===== config.mk =====
export PLATFORM = sky130hd
export DESIGN_NAME = bt_uart_rx_fifo_flat
export DESIGN_NICKNAME = d
export VERILOG_FILES = /design/src/rtl/bt_uart_rx_fifo_if.sv /design/src/rtl/bt_uart_rx_fifo.sv /design/src/flat_wrapper.sv
export SDC_FILE = /design/constraint.sdc
export NUM_CORES = 1
export LEC_CHECK = 0
export CELL_PAD_IN_SITES_DETAIL_PLACEMENT = 1
export CELL_PAD_IN_SITES_GLOBAL_PLACEMENT = 2
export CORE_ASPECT_RATIO = 0.6
export CORE_MARGIN = 4
export CORE_UTILIZATION = 47
export CTS_CLUSTER_DIAMETER = 120
export DETAILED_ROUTE_END_ITERATION = 10
export PLACE_DENSITY = 0.84
export SLEW_MARGIN = 30
export SYNTH_ARGS = -nofsm -noshare
export SYNTH_HDL_FRONTEND = slang
export SYNTH_SLANG_ARGS = --single-unit
export TNS_END_PERCENT = 1

===== constraint.sdc =====
create_clock -name clk_clk -period 3.5 [get_ports clk_clk]
set_input_delay 0.7 -clock clk_clk [delete_from_list [all_inputs] [get_ports clk_clk]]
set_output_delay 0.7 -clock clk_clk [all_outputs]
set_load 0.01 [all_outputs]

===== src/rtl/bt_uart_rx_fifo_if.sv =====
// Reader-side bundle of the BT UART receiver: FIFO pop port, fill level and sticky error flags.
// The reader drives the master modport and the receiver implements the slave modport.
interface bt_uart_rx_fifo_if #(
    parameter int DATA_BITS  = 8,
    parameter int FIFO_DEPTH = 16
);
    logic                          rd_en;
    logic [DATA_BITS-1:0]          rd_data;
    logic                          rd_valid;
    logic [$clog2(FIFO_DEPTH):0]   fifo_count;
    logic                          overrun_err;
    logic                          frame_err;
    logic                          parity_err;
    logic                          err_clr;

    modport master (
        output rd_en,
        output err_clr,
        input  rd_data,
        input  rd_valid,
        input  fifo_count,
        input  overrun_err,
        input  frame_err,
        input  parity_err
    );

    modport slave (
        input  rd_en,
        input  err_clr,
        output rd_data,
        output rd_valid,
        output fifo_count,
        output overrun_err,
        output frame_err,
        output parity_err
    );
endinterface


===== src/rtl/bt_uart_rx_fifo.sv =====
// Receiver for the Bluetooth serial link: configurable width and parity, with a show-ahead FIFO
// and sticky error flags.
//
// state     | meaning
// ----------+------------------------------------------------------------
// IDLE      | line idle, waiting for a synchronised low level
// START     | half-bit wait, then confirm the start bit (glitch filter)
// DATA      | sample DATA_BITS data bits, LSB first, one per bit period
// PARITY    | sample the parity bit and record a mismatch
// STOP      | sample the stop bit; push, or raise parity/frame error
// WAIT_IDLE | after a framing error, wait for the line to return high
module bt_uart_rx_fifo #(
    parameter int CLKS_PER_BIT = 434,
    parameter int DATA_BITS    = 8,
    parameter int PARITY_MODE  = 0,
    parameter int FIFO_DEPTH   = 16
) (
    input  logic              clk_clk,
    input  logic              reset_reset_n,
    input  logic              bt_uart_rxd,
    bt_uart_rx_fifo_if.slave  rd_if
);
    localparam int CW = $clog2(CLKS_PER_BIT);
    localparam int BW = $clog2(DATA_BITS);
    localparam int AW = $clog2(FIFO_DEPTH);

    localparam logic [CW-1:0] CNT_LAST  = CW'(CLKS_PER_BIT - 1);
    localparam logic [CW-1:0] HALF_LAST = CW'(CLKS_PER_BIT / 2 - 1);
    localparam logic [BW-1:0] BIT_LAST  = BW'(DATA_BITS - 1);
    localparam logic [AW:0]   FULL_CNT  = (AW + 1)'(FIFO_DEPTH);
    localparam logic          PAR_ODD   = (PARITY_MODE == 1);
    localparam logic          PAR_EN    = (PARITY_MODE != 0);

    localparam logic [2:0] ST_IDLE      = 3'd0;
    localparam logic [2:0] ST_START     = 3'd1;
    localparam logic [2:0] ST_DATA      = 3'd2;
    localparam logic [2:0] ST_PARITY    = 3'd3;
    localparam logic [2:0] ST_STOP      = 3'd4;
    localparam logic [2:0] ST_WAIT_IDLE = 3'd5;

    logic                 rxd_s1;
    logic                 rxd_s2;
    logic [2:0]           state;
    logic [CW-1:0]        cnt;
    logic [BW-1:0]        bit_idx;
    logic [DATA_BITS-1:0] shreg;
    logic                 bad_parity;

    logic                 tick;
    logic                 stop_hit;
    logic                 push_req;
    logic                 frame_set;
    logic                 parity_set;

    logic [DATA_BITS-1:0] mem [FIFO_DEPTH];
    logic [AW-1:0]        wr_ptr;
    logic [AW-1:0]        rd_ptr;
    logic [AW:0]          count;
    logic                 not_empty;
    logic                 pop;
    logic                 full_after_pop;
    logic                 do_push;
    logic                 overrun_set;

    logic                 overrun_q;
    logic                 frame_q;
    logic                 parity_q;

    // Two-flop synchroniser; resets to the idle (high) line level.
    always_ff @(posedge clk_clk or negedge reset_reset_n) begin
        if (!reset_reset_n) begin
            rxd_s1 <= 1'b1;
            rxd_s2 <= 1'b1;
        end else begin
            rxd_s1 <= bt_uart_rxd;
            rxd_s2 <= rxd_s1;
        end
    end

    assign tick       = (cnt == CNT_LAST);
    assign stop_hit   = (state == ST_STOP) && tick;
    assign push_req   = stop_hit && rxd_s2 && !bad_parity;
    assign parity_set = stop_hit && rxd_s2 && bad_parity;
    assign frame_set  = stop_hit && !rxd_s2;

    always_ff @(posedge clk_clk or negedge reset_reset_n) begin
        if (!reset_reset_n) begin
            state      <= ST_IDLE;
            cnt        <= '0;
            bit_idx    <= '0;
            shreg      <= '0;
            bad_parity <= 1'b0;
        end else begin
            case (state)
                ST_IDLE: begin
                    cnt <= '0;
                    if (!rxd_s2) state <= ST_START;
                end
                ST_START: begin
                    if (cnt == HALF_LAST) begin
                        cnt        <= '0;
                        bit_idx    <= '0;
                        bad_parity <= 1'b0;
                        state      <= rxd_s2 ? ST_IDLE : ST_DATA;
                    end else begin
                        cnt <= cnt + 1'b1;
                    end
                end
                ST_DATA: begin
                    if (tick) begin
                        cnt     <= '0;
                        shreg   <= {rxd_s2, shreg[DATA_BITS-1:1]};
                        bit_idx <= bit_idx + 1'b1;
                        if (bit_idx == BIT_LAST) state <= PAR_EN ? ST_PARITY : ST_STOP;
                    end else begin
                        cnt <= cnt + 1'b1;
                    end
                end
                ST_PARITY: begin
                    if (tick) begin
                        cnt        <= '0;
                        bad_parity <= ((^shreg) ^ rxd_s2) != PAR_ODD;
                        state      <= ST_STOP;
                    end else begin
                        cnt <= cnt + 1'b1;
                    end
                end
                ST_STOP: begin
                    if (tick) begin
                        cnt   <= '0;
                        state <= rxd_s2 ? ST_IDLE : ST_WAIT_IDLE;
                    end else begin
                        cnt <= cnt + 1'b1;
                    end
                end
                ST_WAIT_IDLE: begin
                    cnt <= '0;
                    if (rxd_s2) state <= ST_IDLE;
                end
                default: begin
                    state <= ST_IDLE;
                    cnt   <= '0;
                end
            endcase
        end
    end

    // Full is judged after this cycle's pop, so a push coinciding with a pop never overruns.
    assign not_empty      = (count != '0);
    assign pop            = rd_if.rd_en && not_empty;
    assign full_after_pop = (count == FULL_CNT) && !pop;
    assign do_push        = push_req && !full_after_pop;
    assign overrun_set    = push_req && full_after_pop;

    always_ff @(posedge clk_clk) begin
        if (do_push) mem[wr_ptr] <= shreg;
    end

    always_ff @(posedge clk_clk or negedge reset_reset_n) begin
        if (!reset_reset_n) begin
            wr_ptr <= '0;
            rd_ptr <= '0;
            count  <= '0;
        end else begin
            if (do_push) wr_ptr <= wr_ptr + 1'b1;
            if (pop)     rd_ptr <= rd_ptr + 1'b1;
            case ({do_push, pop})
                2'b10:   count <= count + 1'b1;
                2'b01:   count <= count - 1'b1;
                default: count <= count;
            endcase
        end
    end

    // A new error in the same cycle as err_clr wins.
    always_ff @(posedge clk_clk or negedge reset_reset_n) begin
        if (!reset_reset_n) begin
            overrun_q <= 1'b0;
            frame_q   <= 1'b0;
            parity_q  <= 1'b0;
        end else begin
            overrun_q <= (overrun_q && !rd_if.err_clr) || overrun_set;
            frame_q   <= (frame_q   && !rd_if.err_clr) || frame_set;
            parity_q  <= (parity_q  && !rd_if.err_clr) || parity_set;
        end
    end

    assign rd_if.rd_valid    = not_empty;
    assign rd_if.rd_data     = not_empty ? mem[rd_ptr] : '0;
    assign rd_if.fifo_count  = count;
    assign rd_if.overrun_err = overrun_q;
    assign rd_if.frame_err   = frame_q;
    assign rd_if.parity_err  = parity_q;
endmodule


===== src/flat_wrapper.sv =====
// flat-port wrapper written by rule: the top's interface ports become plain ports
module bt_uart_rx_fifo_flat 
#(
    parameter int CLKS_PER_BIT = 434,
    parameter int DATA_BITS    = 8,
    parameter int PARITY_MODE  = 0,
    parameter int FIFO_DEPTH   = 16
)
  (clk_clk, reset_reset_n, bt_uart_rxd, rd_if_rd_en, rd_if_err_clr, rd_if_rd_data, rd_if_rd_valid, rd_if_fifo_count, rd_if_overrun_err, rd_if_frame_err, rd_if_parity_err);
  bt_uart_rx_fifo_if #(.DATA_BITS(DATA_BITS), .FIFO_DEPTH(FIFO_DEPTH)) rd_if_i ();
  input  logic clk_clk;
  input  logic reset_reset_n;
  input  logic bt_uart_rxd;
  input wire logic [$bits(rd_if_i.rd_en)-1:0] rd_if_rd_en;
  input wire logic [$bits(rd_if_i.err_clr)-1:0] rd_if_err_clr;
  output wire logic [$bits(rd_if_i.rd_data)-1:0] rd_if_rd_data;
  output wire logic [$bits(rd_if_i.rd_valid)-1:0] rd_if_rd_valid;
  output wire logic [$bits(rd_if_i.fifo_count)-1:0] rd_if_fifo_count;
  output wire logic [$bits(rd_if_i.overrun_err)-1:0] rd_if_overrun_err;
  output wire logic [$bits(rd_if_i.frame_err)-1:0] rd_if_frame_err;
  output wire logic [$bits(rd_if_i.parity_err)-1:0] rd_if_parity_err;
  assign rd_if_i.rd_en = rd_if_rd_en;
  assign rd_if_i.err_clr = rd_if_err_clr;
  assign rd_if_rd_data = rd_if_i.rd_data;
  assign rd_if_rd_valid = rd_if_i.rd_valid;
  assign rd_if_fifo_count = rd_if_i.fifo_count;
  assign rd_if_overrun_err = rd_if_i.overrun_err;
  assign rd_if_frame_err = rd_if_i.frame_err;
  assign rd_if_parity_err = rd_if_i.parity_err;
  bt_uart_rx_fifo #(.CLKS_PER_BIT(CLKS_PER_BIT), .DATA_BITS(DATA_BITS), .PARITY_MODE(PARITY_MODE), .FIFO_DEPTH(FIFO_DEPTH)) u_core (.clk_clk(clk_clk), .reset_reset_n(reset_reset_n), .bt_uart_rxd(bt_uart_rxd), .rd_if(rd_if_i));
endmodule

==> results of run 1 <==
[registers in the layout, indices dropped and copies added, names as in the netlist]
| register | flops |
|---|---|
| u_core.rd_ptr | 4 |
| u_core.rd_if.overrun_err | 1 |
| u_core.rd_if.frame_err | 1 |
| u_core.wr_ptr | 4 |
| u_core.bad_parity | 1 |
| u_core.mem | 128 |
| u_core.state | 3 |
| u_core.rd_if.parity_err | 1 |
| u_core.rxd_s1 | 1 |
| u_core.cnt | 9 |
| u_core.rxd_s2 | 1 |
| u_core.shreg | 8 |
| u_core.rd_if.fifo_count | 5 |
| u_core.bit_idx | 3 |
[power groups by stage]
| stage | combinational [mW] | clock (mW) | sequential [mW] |
|---|---|---|---|
| global placement | 0.0191 | 0 | 2.19 |
| detailed placement | 0.0235 | 0 | 2.19 |
| finish | 0.0227 | 1.96 | 2.15 |
| CTS | 0.0237 | 2.00 | 2.15 |
| global route | 0.0258 | 2.09 | 2.15 |
| floorplan | 0.00349 | 0 | 2.19 |
[layer usage]
metal / vias up / track usage, % / wire (um)
met4: 0 / 6.034 / 199
met3: 16 / 4.975 / 904
met2: 85 / 30.98 / 7498
li1: 1679 / - / -
met1: 2041 / 29.24 / 7657
met5: - / 0 / 0
[worst paths after layout]
| path | from | endpoint | slack, ps | depth (start not counted) |
|---|---|---|---|---|
| min in group clk_clk | u_core.rxd_s1 | u_core.rxd_s2 | 360 | 0 |
| worst max register to register | u_core.cnt[1] | u_core.mem[1][2] | 350 | 8 |
| worst max-delay path | u_core.rd_ptr[0] | rd_if_rd_data[0] | 60 | 5 |
| worst min-delay path | reset_reset_n | u_core.rd_if.fifo_count[3] | 290 | 1 |
| worst min register to register | u_core.rxd_s1 | u_core.rxd_s2 | 360 | 0 |
| max in group asynchronous | reset_reset_n | u_core.rxd_s2 | 2610 | 2 |
[worst register-to-register path: cells and delay by family (launching register included)]
family | cells | cell delay [ps]
and+or+nand+nor | 5 | 1910
DFF | 1 | 450
buffers and inverters | 2 | 360
adders and majority gates | 1 | 140
[cells by family after synthesis]
| family | share of synthesized area (%) |
|---|---|
| flip-flops | 68.63 |
| AO/OA/AOI/OAI | 2.946 |
| multiplexers | 14.36 |
| AND/OR/NAND/NOR | 6.909 |
| adder cells (fa/ha/maj) | 2.104 |
| XOR/XNOR | 3.069 |
| buffers and inverters | 1.981 |
[cells in the mapped netlist, drive strengths merged, types with 3 or more instances]
master / n
clkbuf: 4
o21ai: 5
nand4: 4
nand2: 16
nor3: 5
dfrtp: 40
o22ai: 4
inv: 11
nor2: 28
mux2: 11
xnor2: 16
xor2: 9
a22o: 3
nand3: 9
ha: 12
edfxtp: 128
nor2b: 11
buf: 12
nand2b: 4
mux4: 40
[stage by stage]
step	TNS (ps)	setup slack, ps	std cells	area (um^2)
2_1_floorplan	0	857.1	401	7136
3_3_place_gp	0	330.6	631	7730
3_5_place_dp	0	287.6	632	7757
4_1_cts	0	2.610	667	8403
5_1_grt	-3.420	-3.420	673	8448
6_report	0	61.19	673	8448
[final cells by class]
class	count	area (um^2)
clock buffers	18	429.2
clock inverters	14	183.9
fillers	1335	6228
inverters	11	41.29
multi-input cells	204	2097
flip-flops and latches	170	4901
well taps	198	247.7
repair buffers	58	548.0
[repair_timing]
| item | CTS | global route |
|---|---|---|
| buffers inserted | 3 | 6 |
| hold buffers | 0 | 0 |
| setup endpoints to repair | 8 | 4 |
| resized for setup | 5 | 0 |
==> summary.md, run 1 <==
| Metric | Value |
|---|---|
| Post-Syn Area | 7136 um^2 |
| WP data required | 2800 ps |
| Sw power | 0.8391 mW |
| CP max stage cell | mux4_2 |
| Slew of the pin with the lowest slew margin | 701.8 ps |
| DRT Wirelength | 16260 um |
| Worst-path maximum fanout | 10 |
| # IOs | 22 |
| Sequential Power Share | 51.9% |
| CTS sink count | 170 |
| Die height | 103.4 um |
| Hpwl dp | 10390 um |
| Port bufs | 21 |
| Vias in the first global route | 4121 |
| Clk pwr share | 47.5% |
| Syn_nets | 418 |
| Final total power | 4.135 mW |
| Critical path startpoint category | flip-flop |
| Max-slew headroom | 53.22% |
| Synth unique cells | 49 |
| CP endpoint kind | primary output |
| Post-DR vias/cell | 5.678 |
| Slew Limit Fails | 0 |
| Antenna cells | 0 |
| Wire per inst | 24.16 um |
| Final Core Density | 57.56% |
| GPL Wtd Cong | 0.8067 |
| Mapped Avg Cell Area | 17.79 um^2 |
| Synth area leader | edfxtp_1 |
| Clock Root Buffer | clkbuf_16 |
| Synth top area cells | edfxtp_1 (54%), dfrtp_1 (14%), mux4_2 (13%) |
| Die Span X | 167.1 um |
| Combinational fraction of design power | 0.5% |
| Hold WC Path Type | input pin to asynchronous set/reset pin |
| Reg clk slew, reported paths | 70 ps |
| Outcome | complete, no violations |
| Core area | 14680 um^2 |
| Initial Util | 48.62% |
| WP buf/inv | 2 |
| Detailed Route Iter0 Violations | 339 |
| Post-synth top area share | 53.87% |
| MaxCap Viol Count | 0 |
| Initial DRT Pass Iterations | 4 |
| Lkg Pwr | 3.367 nW |
| Power density over the cells | 489.5 nW/um^2 |
| GRT overflow | 0 |
| First-pass GRT wire length | 25410 um |
| Worst-Skew Late Latency | 430 ps |
| Synthesis warning total | 0 |
| Worst Hold Slack | 289.7 ps |
| Post-route ant nets | 0 |
| Share of cells above drive strength 1 | 27.58% |
| Period utilization | 98.25% |
| Cell count after synthesis | 401 |
| FF+latch count, synth | 170 |
| Cell family with most CP delay | multiplexers |
| CP Cell Sequence | buf_12 > mux4_2 > mux4_2 > nor2b_1 > clkdlybuf4s50_1 |
| Clk buf depth | 2 |
| Synth Flop Type | edfxtp_1 |
| Hold Vio Cnt, Final | 0 |
| Most common cell after layout, fill and taps aside | edfxtp_1 |
| Detailed-route DRC error count | 0 |
| Largest net degree at the start of global routing | 30 |
| DR vias | 3821 |
| Worst Path Arrival | 2740 ps |
| CP Class | flip-flop to primary output |
| FMAX | 290.8 MHz |
| Global-route usage over all layers | 20.18% |
| Final setup fails | 0 |
| Final clock skew | 13.48 ps |
| CTS tree | built |
| Synth async-reset ratio | 24.71% |
| Minimum clock period | 3439 ps |
| Internal power | 3.296 mW |
| Die Area | 17280 um^2 |
| VDD IR max | 0.2924 mV |
| Max incr delay on CP | 530 ps |
| Row count | 34 |
| Post-synthesis sequential area ratio | 68.63% |
| CTS HTree Levels | 4 |
| CTS Buf Count | 17 |
| Commonest cells after routing, fill and taps aside | edfxtp_1 (128), mux4_2 (40), dfrtp_1 (39), buf_4 (32), nor2_1 (28) |
| Worst path most repeated cell | mux4_2 |
| Net Sw Frac | 20.29% |
| Synth-to-Final Area Change | 18.39% |
| Nets | 479 |
| Number of synthesized flops with an enable pin | 128 |
| Antenna violations before repair | 0 |
(Power assumes the default switching activity.)
==> run 2: changes to the inputs <==
--- a/config.mk
+++ b/config.mk
@@ -5,6 +5,7 @@
 export SDC_FILE = /design/constraint.sdc
 export NUM_CORES = 1
 export LEC_CHECK = 0
+export ABC_CLOCK_PERIOD_IN_PS = 3500
 export CELL_PAD_IN_SITES_DETAIL_PLACEMENT = 1
 export CELL_PAD_IN_SITES_GLOBAL_PLACEMENT = 2
 export CORE_ASPECT_RATIO = 0.6
==> results of run 2 <==
Final layout, timing and power as in run 1 (identical DEF).
